===== config.mk =====
export PLATFORM = sky130hd
export DESIGN_NAME = lockin_period_integrator
export DESIGN_NICKNAME = d
export VERILOG_FILES = /design/src/rtl/lockin_pkg.sv /design/src/rtl/chopper_edge_detect.sv /design/src/rtl/lockin_period_integrator.sv
export SDC_FILE = /design/constraint.sdc
export NUM_CORES = 1
export LEC_CHECK = 0
export CAP_MARGIN = 20
export CORE_MARGIN = 2
export CORE_UTILIZATION = 50
export CTS_CLUSTER_DIAMETER = 50
export DETAILED_ROUTE_END_ITERATION = 8
export GPL_TIMING_DRIVEN = 1
export MAX_ROUTING_LAYER = met4
export PLACE_DENSITY = 0.73
export SKIP_CTS_REPAIR_TIMING = 1
export SKIP_LAST_GASP = 1
export SYNTH_ARGS = -nofsm -noshare
export SYNTH_HDL_FRONTEND = slang
export SYNTH_SLANG_ARGS = --single-unit

===== constraint.sdc =====
create_clock -name clk_in -period 3.5 [get_ports clk_in]
set_clock_uncertainty 0.05 [all_clocks]
set_input_delay 0.7 -clock clk_in [delete_from_list [all_inputs] [get_ports clk_in]]
set_output_delay 0.7 -clock clk_in [all_outputs]
set_load 0.02 [all_outputs]

===== src/rtl/lockin_pkg.sv =====
// lockin_pkg
//   Shared definitions for the lock-in amplifier chain.
//   - ST_IDLE / ST_ACCUM : integrator state encoding
//   - LOCKIN_DATA_W      : default sample width of the chopped stream
//   - lockin_clog2()     : ceil(log2(x)) for elaboration-time width checks
package lockin_pkg;

   localparam logic [0:0] ST_IDLE  = 1'b0;
   localparam logic [0:0] ST_ACCUM = 1'b1;

   localparam int LOCKIN_DATA_W = 14;

   // Smallest r with 2**r >= value; 0 for value <= 1.
   function automatic int lockin_clog2(input longint unsigned value);
      int r;
      longint unsigned v;
      r = 0;
      v = 1;
      while (v < value) begin
         v = v << 1;
         r = r + 1;
      end
      return r;
   endfunction

endpackage


===== src/rtl/chopper_edge_detect.sv =====
// chopper_edge_detect
//   Registers the chopper reference once and flags its rising edge.
//   Ports:
//     clk  in   system clock (chopper is synchronous to it)
//     rst  in   synchronous active-high reset; clears the delay register
//     sig  in   chopper reference
//     rise out  sig & ~sig_delayed (combinational, same cycle as the edge)
//   Because the delay register resets to 0, a reference that is already high
//   in the first cycle after reset is reported as a rise.
module chopper_edge_detect (
   input  logic clk,
   input  logic rst,
   input  logic sig,
   output logic rise
);

   logic chop_d;

   always_ff @(posedge clk) begin
      if (rst) begin
         chop_d <= 1'b0;
      end else begin
         chop_d <= sig;
      end
   end

   assign rise = sig & ~chop_d;

endmodule


===== src/rtl/lockin_period_integrator.sv =====
// lockin_period_integrator
//   Integrates the gated sample stream over N_PERIODS whole chopper periods,
//   windows aligned to chopper rising edges, and hands the sum plus sample
//   count to the readout stage. Division by the count happens downstream.
//
//   Ports:
//     clk_in       in   system clock
//     rst_in       in   synchronous active-high reset
//     enable_in    in   integration enable; dropping it discards the window
//     chopper_sig  in   chopper reference
//     in_sig       in   signed DATA_W sample
//     acc_out      out  signed window sum, held between strobes
//     cnt_out      out  samples contained in acc_out
//     valid_out    out  one-cycle strobe when acc_out/cnt_out update
//     timeout_out  out  sticky: a window hit MAX_SAMPLES (chopper stalled)
//
//   Output protocol: valid_out is a push-only strobe with no back-pressure.
//   It is high for exactly one cycle, the cycle after the closing chopper
//   rise, and acc_out/cnt_out carry the new window in that same cycle and
//   hold it until the next strobe or reset.
//
//   Build option: define LOCKIN_BIPOLAR_EN for +/-1 demodulation (sample
//   added while chopper_sig=1, subtracted while 0). Without it every sample
//   is added, as the incoming stream is already gated.
module lockin_period_integrator
   import lockin_pkg::*;
#(
   parameter int DATA_W      = LOCKIN_DATA_W,
   parameter int N_PERIODS   = 16,
   parameter int MAX_SAMPLES = 65536,
   parameter int CNT_W       = 17,
   parameter int ACC_W       = 31
) (
   input  logic              clk_in,
   input  logic              rst_in,
   input  logic              enable_in,
   input  logic              chopper_sig,
   input  logic [DATA_W-1:0] in_sig,
   output logic [ACC_W-1:0]  acc_out,
   output logic [CNT_W-1:0]  cnt_out,
   output logic              valid_out,
   output logic              timeout_out
);

   localparam int PER_W = (N_PERIODS > 1) ? lockin_clog2(N_PERIODS) : 1;
   localparam logic [PER_W-1:0] LAST_PERIOD = PER_W'(N_PERIODS - 1);
   localparam logic [CNT_W-1:0] CNT_LIMIT   = CNT_W'(MAX_SAMPLES);

   // The accumulator is sized so it can never wrap: MAX_SAMPLES full-scale
   // samples always fit. Refuse to elaborate a configuration that breaks this.
   if ((N_PERIODS < 1) ||
       (CNT_W < lockin_clog2(longint'(MAX_SAMPLES) + 1)) ||
       (ACC_W < DATA_W + CNT_W)) begin : g_param_check
      $error("lockin_period_integrator: invalid N_PERIODS/CNT_W/ACC_W");
   end

   logic             rise;
   logic [0:0]       state;
   logic [ACC_W-1:0] acc;
   logic [CNT_W-1:0] sample_cnt;
   logic [PER_W-1:0] per_cnt;
   logic [ACC_W-1:0] sample_ext;
   logic [ACC_W-1:0] sample_term;

   chopper_edge_detect u_edge (
      .clk  (clk_in),
      .rst  (rst_in),
      .sig  (chopper_sig),
      .rise (rise)
   );

   assign sample_ext = {{(ACC_W - DATA_W){in_sig[DATA_W-1]}}, in_sig};

`ifdef LOCKIN_BIPOLAR_EN
   assign sample_term = chopper_sig ? sample_ext : (ACC_W'(0) - sample_ext);
`else
   assign sample_term = sample_ext;
`endif

   always_ff @(posedge clk_in) begin
      if (rst_in) begin
         state       <= ST_IDLE;
         acc         <= '0;
         sample_cnt  <= '0;
         per_cnt     <= '0;
         acc_out     <= '0;
         cnt_out     <= '0;
         valid_out   <= 1'b0;
         timeout_out <= 1'b0;
      end else begin
         valid_out <= 1'b0;
         if (state == ST_IDLE) begin
            // A window always opens on a rise, where chopper_sig=1, so the
            // opening sample is added in either demodulation mode.
            if (enable_in && rise) begin
               state      <= ST_ACCUM;
               acc        <= sample_ext;
               sample_cnt <= CNT_W'(1);
               per_cnt    <= '0;
            end
         end else begin
            if (!enable_in) begin
               state <= ST_IDLE;
            end else if (rise && (per_cnt == LAST_PERIOD)) begin
               // Publish the finished window and open the next one in the
               // same cycle: the edge-cycle sample belongs to the new window.
               acc_out    <= acc;
               cnt_out    <= sample_cnt;
               valid_out  <= 1'b1;
               acc        <= sample_ext;
               sample_cnt <= CNT_W'(1);
               per_cnt    <= '0;
            end else if (rise) begin
               per_cnt    <= per_cnt + PER_W'(1);
               acc        <= acc + sample_term;
               sample_cnt <= sample_cnt + CNT_W'(1);
            end else if (sample_cnt >= CNT_LIMIT) begin
               // Chopper stalled: abandon the window without a strobe.
               timeout_out <= 1'b1;
               state       <= ST_IDLE;
            end else begin
               acc        <= acc + sample_term;
               sample_cnt <= sample_cnt + CNT_W'(1);
            end
         end
      end
   end

endmodule

Word level (Yosys, flattened, before mapping)
Index checks and enable logic that the tools add are counted.
{ "word_totals": {"regBits": 104, "in_bits": 18, "out_inout_bits": 50, "elab_cells": 55} }
{ "classes": {"n_addsub": 3, "order_cmp": 1, "eq_ne": 4, "muxes": 24, "n_bitwise": 6, "n_reduce_logical": 8} }
{ "op_table": {"columns": ["op", "n"], "rows": [
  ["$mux 31", 6],
  ["$mux 17", 6],
  ["$add 31x31->31", 1],
  ["$mux 4", 5],
  ["$add 17x1->17 const B", 1],
  ["$ge 17x17->1 const B", 1],
  ["$reduce_and 3->1", 3],
  ["$mux 1", 7],
  ["$not 1->1", 5],
  ["$reduce_and 5->1", 1],
  ["$add 4x1->4 const B", 1],
  ["$eq 4x4->1 const B", 1],
  ["$ne 4x4->1 const B", 1],
  ["$ne 3x2->1 const B", 1],
  ["$reduce_or 3->1", 1],
  ["$logic_and 1x1->1", 2],
  ["$ne 2x2->1 const B", 1],
  ["$reduce_bool 2->1", 1],
  ["$and 1x1->1", 1]
]} }

Longest topological paths before layout
{ "depth": {"depth_word": 6, "ltp_mapped": 13} }

By module
Synthesis repeated with hierarchy kept, for this count alone.
{ "hier_totals": {"hier_cells": 705, "area_unflattened_um2": 5544.1} }
{ "by_module_without_submodules": {"columns": ["mod", "n_inst", "cells_each", "area_each_um2", "seq_area_each_um2"], "rows": [
  ["lockin_period_integrator", 1, 702, 5496.5, 2062.0],
  ["chopper_edge_detect", 1, 3, 47.5, 20.0]
]} }

Worst setup path after synthesis
OpenSTA, ideal clock, no wires.
{ "synth_path": {"kind": "input to register", "startpoint": "input in_sig[0]", "endpoint": "register acc[30]", "setup_ns": 0.074, "t_arrival_ns": 2.775, "setup_slack_ns": 0.600, "cell_stages": 13, "path_buffers": 0, "cell_sequence": "ha_1 -> inv_1 -> fa_1 -> nand2b_1 -> a21oi_1 -> o211ai_1 -> a21oi_1 -> nor3_2 -> nand3b_1 -> nand2_1 -> o21ai_1 -> mux2_1 -> a31oi_1"} }
{ "synth_between": {"elab_chain_len": 6} }
{ "synth_rtl": {"columns": ["element", "line", "text"], "rows": [
  ["from (decl)", "lockin_period_integrator.sv:38", "input logic [DATA_W-1:0] in_sig,"],
  ["$add 31x31->31 (*)", "lockin_period_integrator.sv:115, lockin_period_integrator.sv:122", null],
  ["$mux 31", "lockin_period_integrator.sv:117", "end else if (sample_cnt >= CNT_LIMIT) begin"],
  ["$mux 31 (*)", "lockin_period_integrator.sv:113", "end else if (rise) begin"],
  ["$mux 31 (*)", "lockin_period_integrator.sv:104", "end else if (rise && (per_cnt == LAST_PERIOD)) begin"],
  ["$mux 31 (*)", "lockin_period_integrator.sv:102", "if (!enable_in) begin"],
  ["$mux 31 (*)", "lockin_period_integrator.sv:92", "if (state == ST_IDLE) begin"],
  ["to (signal assigned)", "lockin_period_integrator.sv:97", "acc <= sample_ext;"],
  ["to (signal assigned)", "lockin_period_integrator.sv:110", "acc <= sample_ext;"],
  ["to (signal assigned)", "lockin_period_integrator.sv:115", "acc <= acc + sample_term;"],
  ["to (decl)", "lockin_period_integrator.sv:59", "logic [ACC_W-1:0] acc;"]
]} }
Every way passes the cells marked *; elsewhere a longest branch is shown, timed or not. The select of a mux whose other input is x is not followed.
A chain may end at the register's enable or synchronous reset.

Worst setup path after layout
Ends and elaborated chain as after synthesis.

==> qor.yml <==
powerDensity_nw_per_um2: 362.6
critPathLaunchType: "input pin"
grt_max_degree: 44
crit_type: "in -> reg"
setup_viol: 0
yosysSeqAreaShare: 0.3709
synth_top_family_by_area: "simple AND/OR/NAND/NOR gates"
fin_util: 0.6263
post_synth_num_cell_types: 64
synth-seq-cells: 104
dpl.hpwl_um: 10410
synthSimpleGateAreaFrac: 0.2356
via_per_inst: 5.536
crit_path_max_fanout: 3
htreeDepth: 3
status: "completed"
drt_iter0_drc: 288
die_h_um: 110.0
muxShareOfSynthArea: 0.003790
finalPower_mw: 2.472
vdd_ir_drop_max_v: 0.0002044
grt_usage: 0.2471
die_area_um2: 12090
rsz0062_at_grt: "false"
max_stage_delay_ns: 0.49
synthXorXnorAreaFrac: 0.05774
grt_pass1_vias: 5022
synth_nets: 765
relSlewSlack: 0.6119
fmax_ghz: 0.3075
place.gp.congestion: 0.9041
wirelength_um: 14150
wl_per_cell_um: 14.95
hold_viol_final: 0
clockBufferDepth: 2
remaining_drc_errors: 0
cp-end-kind: "register"
fillers: 986
synth-warning-count: 0
area_delta_synth_final_pct: 21.49
synthArstFlopShare: 0
leakagePower_nw: 2.665
drv_slew: 0
tightest_slew_ns: 0.5822
antenna_found_initial: 0
synth_edf_count: 0
first_pass_iters: 5
synth_area_um2: 5613
hp-class: "reg -> reg"
min_period_ns: 3.252
syn_inst: 714
critical_path.cell_chain: "clkdlybuf4s50_1 -> ha_1 -> inv_1 -> fa_1 -> nand2b_1 -> a21oi_2 -> o211ai_1 -> a21oi_1 -> nor3_2 -> nand3b_1 -> nand2_1 -> o21ai_1 -> buf_4 -> mux2i_1 -> a31oi_1"
cts_root_buf: "clkbuf_8"
avgSynthCellArea_um2: 7.861
clkSinkCount: 104
cts_tree: "done"
portBuffers: 67
antenna_cells: 0
ant_nets: 0
synth-adder-area-share: 0.07490
layout.nets: 852
cap_violations: 0
die_w_um: 110.0
cts_made_buffers: 9
grt_overflow: 0
rows: 38
period_share: 0.9291
grt_pass1_wl_um: 23140
crit_arrival_ns: 3.47
drive_gt1_frac: 0.09553
slowest_stage: "clkdlybuf4s50_1"
tns_ns: 0
clk_transition_reported_paths_ns: 0.10
dr_total_vias: 5237
core_area_um2: 10890
initial_core_util: 0.5155
pin_count: 68
clock_latency_ns: 0.38
synth-compound-area-share: 0.2191
critPathRequiredTime_ns: 3.72
synth_flop_cell: "dfxtp_1"
-- Yosys cell counts, types with 4 or more instances --
cell type	n	area (um2)
nor2b_1	7	43.79
nor3_1	17	85.08
o211ai_1	4	30.03
nand2_1	146	548.0
a31oi_1	7	43.79
nand3b_1	5	37.54
o21a_1	5	37.54
or3_1	4	25.02
nor2_1	72	270.3
and3_1	6	37.54
o21ai_0	24	120.1
ha_1	32	400.4
xnor2_1	17	148.9
a21o_1	17	127.6
a311oi_1	11	96.34
a21oi_1	95	475.5
nand3_1	13	65.06
o21bai_1	4	30.03
nand2b_1	8	50.05
dfxtp_1	104	2082
clkbuf_1	27	101.4
nand4_1	7	43.79
xor2_1	20	175.2
a211oi_1	6	45.04
inv_1	9	33.78
-- final timing paths --
path | start | endpoint | slack, ns | cells after the start
max | in_sig[0] | acc[30]$_SDFFE_PP0P_ | 0.25 | 15
min | acc_out[29]$_SDFFE_PP0P_ | acc_out[29]$_SDFFE_PP0P_ | 0.41 | 2
max reg2reg | acc[0]$_SDFFE_PP0P_ | acc[30]$_SDFFE_PP0P_ | 0.68 | 14
min reg2reg | acc_out[29]$_SDFFE_PP0P_ | acc_out[29]$_SDFFE_PP0P_ | 0.41 | 2
-- critical path, delay by kind of cell --
family	cells	cell delay, ns
compound gates	5	0.84
simple gates	4	0.49
fa+ha+maj	2	0.55
mux	1	0.20
buf+inv	3	0.69
-- state kept, by name, summed over array words and instances, names as in the netlist --
signal / cells
sample_cnt: 17
u_edge.chop_d: 1
acc: 31
cnt_out: 17
state: 1
valid_out: 1
per_cnt: 4
acc_out: 31
timeout_out: 1
-- kinds of logic (layout without fill, tap and decap cells) --
family / Yosys count / after routing
compound gates: 194 / 194
xor+xnor: 37 / 37
fa+ha+maj: 33 / 33
buf+inv: 45 / 137
flops: 104 / 104
mux: 2 / 2
simple gates: 299 / 299
-- where the power goes --
part / switching, mW / internal, mW
clock network: 0.434 / 0.267
registers: 0.0280 / 1.21
logic: 0.294 / 0.236
total: 0.756 / 1.72
-- cell type report --
class,instances,area [um2],share of cell area
sequential,104,2082,0.3053
inverter,9,33.78,0.004954
multi-input combinational,565,3327,0.4879
tap,140,175.2,0.02569
clock buffer,11,131.4,0.01927
clock inverter,5,41.29,0.006055
timing repair buffer,112,1028,0.1508
-- stage by stage --
stage	hold slack (ns)	worst slack [ns]	cell area, um2	std cells
after CTS	0.4105	0.1803	6815	946
after detailed placement	0.3969	-0.2294	6643	930
final	0.4076	0.2483	6819	946
after global placement	0.3914	-0.07726	6643	930
after floorplan	0.3955	0.6003	5613	714
after global routing	0.4252	0.05292	6819	946
-- layer usage --
metal  global-route usage  routed length [um]  vias to the layer above
li1                     -                   -                     2647
met1               0.3076                6770                     2488
met2               0.4023                6672                       82
met3              0.04920                 510                       20
met4              0.07866                 192                        0
met5                    -                   0                        -
-- cell usage in the layout, fill, tap and decap left out, types with 9 or more instances in the layout --
cell | netlist | final
buf_4 | 2 | 43
xor2_1 | 20 | 20
nand3_1 | 13 | 13
a21o_1 | 17 | 17
ha_1 | 32 | 32
xnor2_1 | 17 | 17
a21oi_1 | 95 | 94
clkbuf_8 | 2 | 9
o21ai_0 | 24 | 23
clkdlybuf4s50_1 | 0 | 66
nor2_1 | 72 | 72
dfxtp_1 | 104 | 104
nand2_1 | 146 | 146
a311oi_1 | 11 | 11
inv_1 | 9 | 9
nor3_1 | 17 | 17
(Power assumes the default switching activity.)
==> RTL edit (same settings) <==
Register the inputs `enable_in` and `in_sig` before use, without a reset. The logic sees them one clock later. The other inputs are not delayed to match.
--- a/src/rtl/lockin_period_integrator.sv
+++ b/src/rtl/lockin_period_integrator.sv
@@ -48,2 +48,10 @@
 
+   logic enable_q;
+   logic [DATA_W-1:0] in_sig_q;
+
+   always_ff @(posedge clk_in) begin
+      enable_q <= enable_in;
+      in_sig_q <= in_sig;
+   end
+
    // The accumulator is sized so it can never wrap: MAX_SAMPLES full-scale
@@ -71,3 +79,3 @@
 
-   assign sample_ext = {{(ACC_W - DATA_W){in_sig[DATA_W-1]}}, in_sig};
+   assign sample_ext = {{(ACC_W - DATA_W){in_sig_q[DATA_W-1]}}, in_sig_q};
 
@@ -94,3 +102,3 @@
             // opening sample is added in either demodulation mode.
-            if (enable_in && rise) begin
+            if (enable_q && rise) begin
                state      <= ST_ACCUM;
@@ -101,3 +109,3 @@
          end else begin
-            if (!enable_in) begin
+            if (!enable_q) begin
                state <= ST_IDLE;
Check against the original RTL: same outputs for any inputs over 4 cycles, from zero or initial values and one cycle with rst_in high; that may be too few to reach the edited logic, so the function may still have changed.
==> RTL edit against the unedited design <==
Final area grew 5.5%; count of clock-buffer cells in the layout up 10; sequential power rose by 15%; area after synthesis up 3.3%; maximum frequency grew 4.2%; worst setup slack better by 130 ps; sequential share of layout area increased by 2.6 points; clock power increased by 140%; power is 46% higher; die area is 3.1% higher; routed wire length up 4.3%; cell count down 0.95%; sequential cell count grew 15.
==> RTL edit: results <==
{
  "hold_depth": 2,
  "fin_cells": 937,
  "cellLeakagePower_nw": 2.739,
  "grt_pass1_vias": 5185,
  "synth_nets": 771,
  "postPlaceCellArea_um2": 6623,
  "gp_congestion": 0.9277,
  "critPathArrivalTime_ps": 3400,
  "ir_worst_vdd_mv": 0.3980,
  "wl_met3_um": 751,
  "ys_seq_area_frac": 0.4111,
  "cts_buffers": 17,
  "port_buffers": 67,
  "cpPeakStageDelay_ps": 560,
  "synthXorXnorAreaFrac": 0.05138,
  "cts_root_buf": "clkbuf_16",
  "grt_first_pass_wirelength_mm": 24.69,
  "drive_above_1_share": 0.06801,
  "worst_slew_pin_slew_ps": 722.0,
  "synth_common_cells": "nand2_1, dfxtp_1, a21oi_1, nor2_1, ha_1",
  "insertion_delay_ps": 420,
  "dp_hpwl_mm": 10.06,
  "grt_start_max_net_pins": 51,
  "status": "complete, no violations",
  "drt_iter0_drc": 360,
  "crit_fanout": 6,
  "avgSynthCellArea_um2": 8.049,
  "synth_cell_types": 59,
  "cts_max_path_buffers": 2,
  "ant_nets": 0,
  "gr-usage-met2": 0.3883,
  "switching_power_w": 0.0009053,
  "clk_pin_slew_ps": 50,
  "cts_htree_levels": 4,
  "grt.met3_usage": 0.06424,
  "synth.mux.area_fraction": 0.002591,
  "dr_wl_met2_mm": 6.991,
  "place_ws_ps": 406.0,
  "antenna_cells": 0,
  "vias_per_cell": 5.712,
  "critPathSlowestCell": "or4_4",
  "dp_cells": 906,
  "drt-met1-wl_mm": 6.757,
  "use_met1": 0.3103,
  "routed_wl_mm": 14.75,
  "synth_compound_area_frac": 0.2062,
  "cp_top_family": "compound AO/OA/AOI/OAI gates",
  "reg2reg_depth": 11,
  "fill_cells": 983,
  "synth_ff_type": "dfxtp_1",
  "nNetsFinal": 833,
  "yosys-top-cells-area": "dfxtp_1, nand2_1, a21oi_1, ha_1, nor2_1",
  "track_usage": 0.2486,
  "synth_fa_ha_area_frac": 0.07254
}
RTL edit: cell types whose count changed after synthesis, sizes merged, moves of 4 or more:
| cell | unedited run | this run |
|---|---|---|
| and3 | 7 | 3 |
| dfxtp | 104 | 119 |
| a21o | 18 | 10 |
| nand3 | 13 | 19 |
| nand2 | 146 | 153 |
| nor3 | 19 | 12 |
| nor2 | 72 | 66 |
RTL edit: worst paths after layout:
check                      startpoint                       end  slack, ps
max               acc[0]$_SDFFE_PP0P_      acc[30]$_SDFFE_PP0P_        380
min          cnt_out[10]$_SDFFE_PP0P_  cnt_out[10]$_SDFFE_PP0P_        400
max reg2reg       acc[0]$_SDFFE_PP0P_      acc[30]$_SDFFE_PP0P_        380
min reg2reg  cnt_out[10]$_SDFFE_PP0P_  cnt_out[10]$_SDFFE_PP0P_        400
RTL edit: power by group through the flow:
| stage | Clock [W] | Combinational [W] | Sequential (W) |
|---|---|---|---|
| finish | 0.00170 | 0.000463 | 0.00143 |
| global route | 0.00180 | 0.000512 | 0.00144 |
| CTS | 0.00173 | 0.000455 | 0.00143 |
| detailed placement | 0 | 0.000449 | 0.00146 |
| global placement | 0 | 0.000444 | 0.00146 |
| floorplan | 0 | 0.000344 | 0.00145 |
RTL edit: area by class of cell:
class / count / area [um^2] / area share
Clock inverter: 10 / 130.1 / 0.01809
Sequential cell: 119 / 2382 / 0.3312
Tap cell: 143 / 178.9 / 0.02487
Inverter: 6 / 22.52 / 0.003131
Timing Repair Buffer: 78 / 773.2 / 0.1075
Clock buffer: 21 / 440.4 / 0.06123
Multi-Input combinational cell: 560 / 3266 / 0.4540
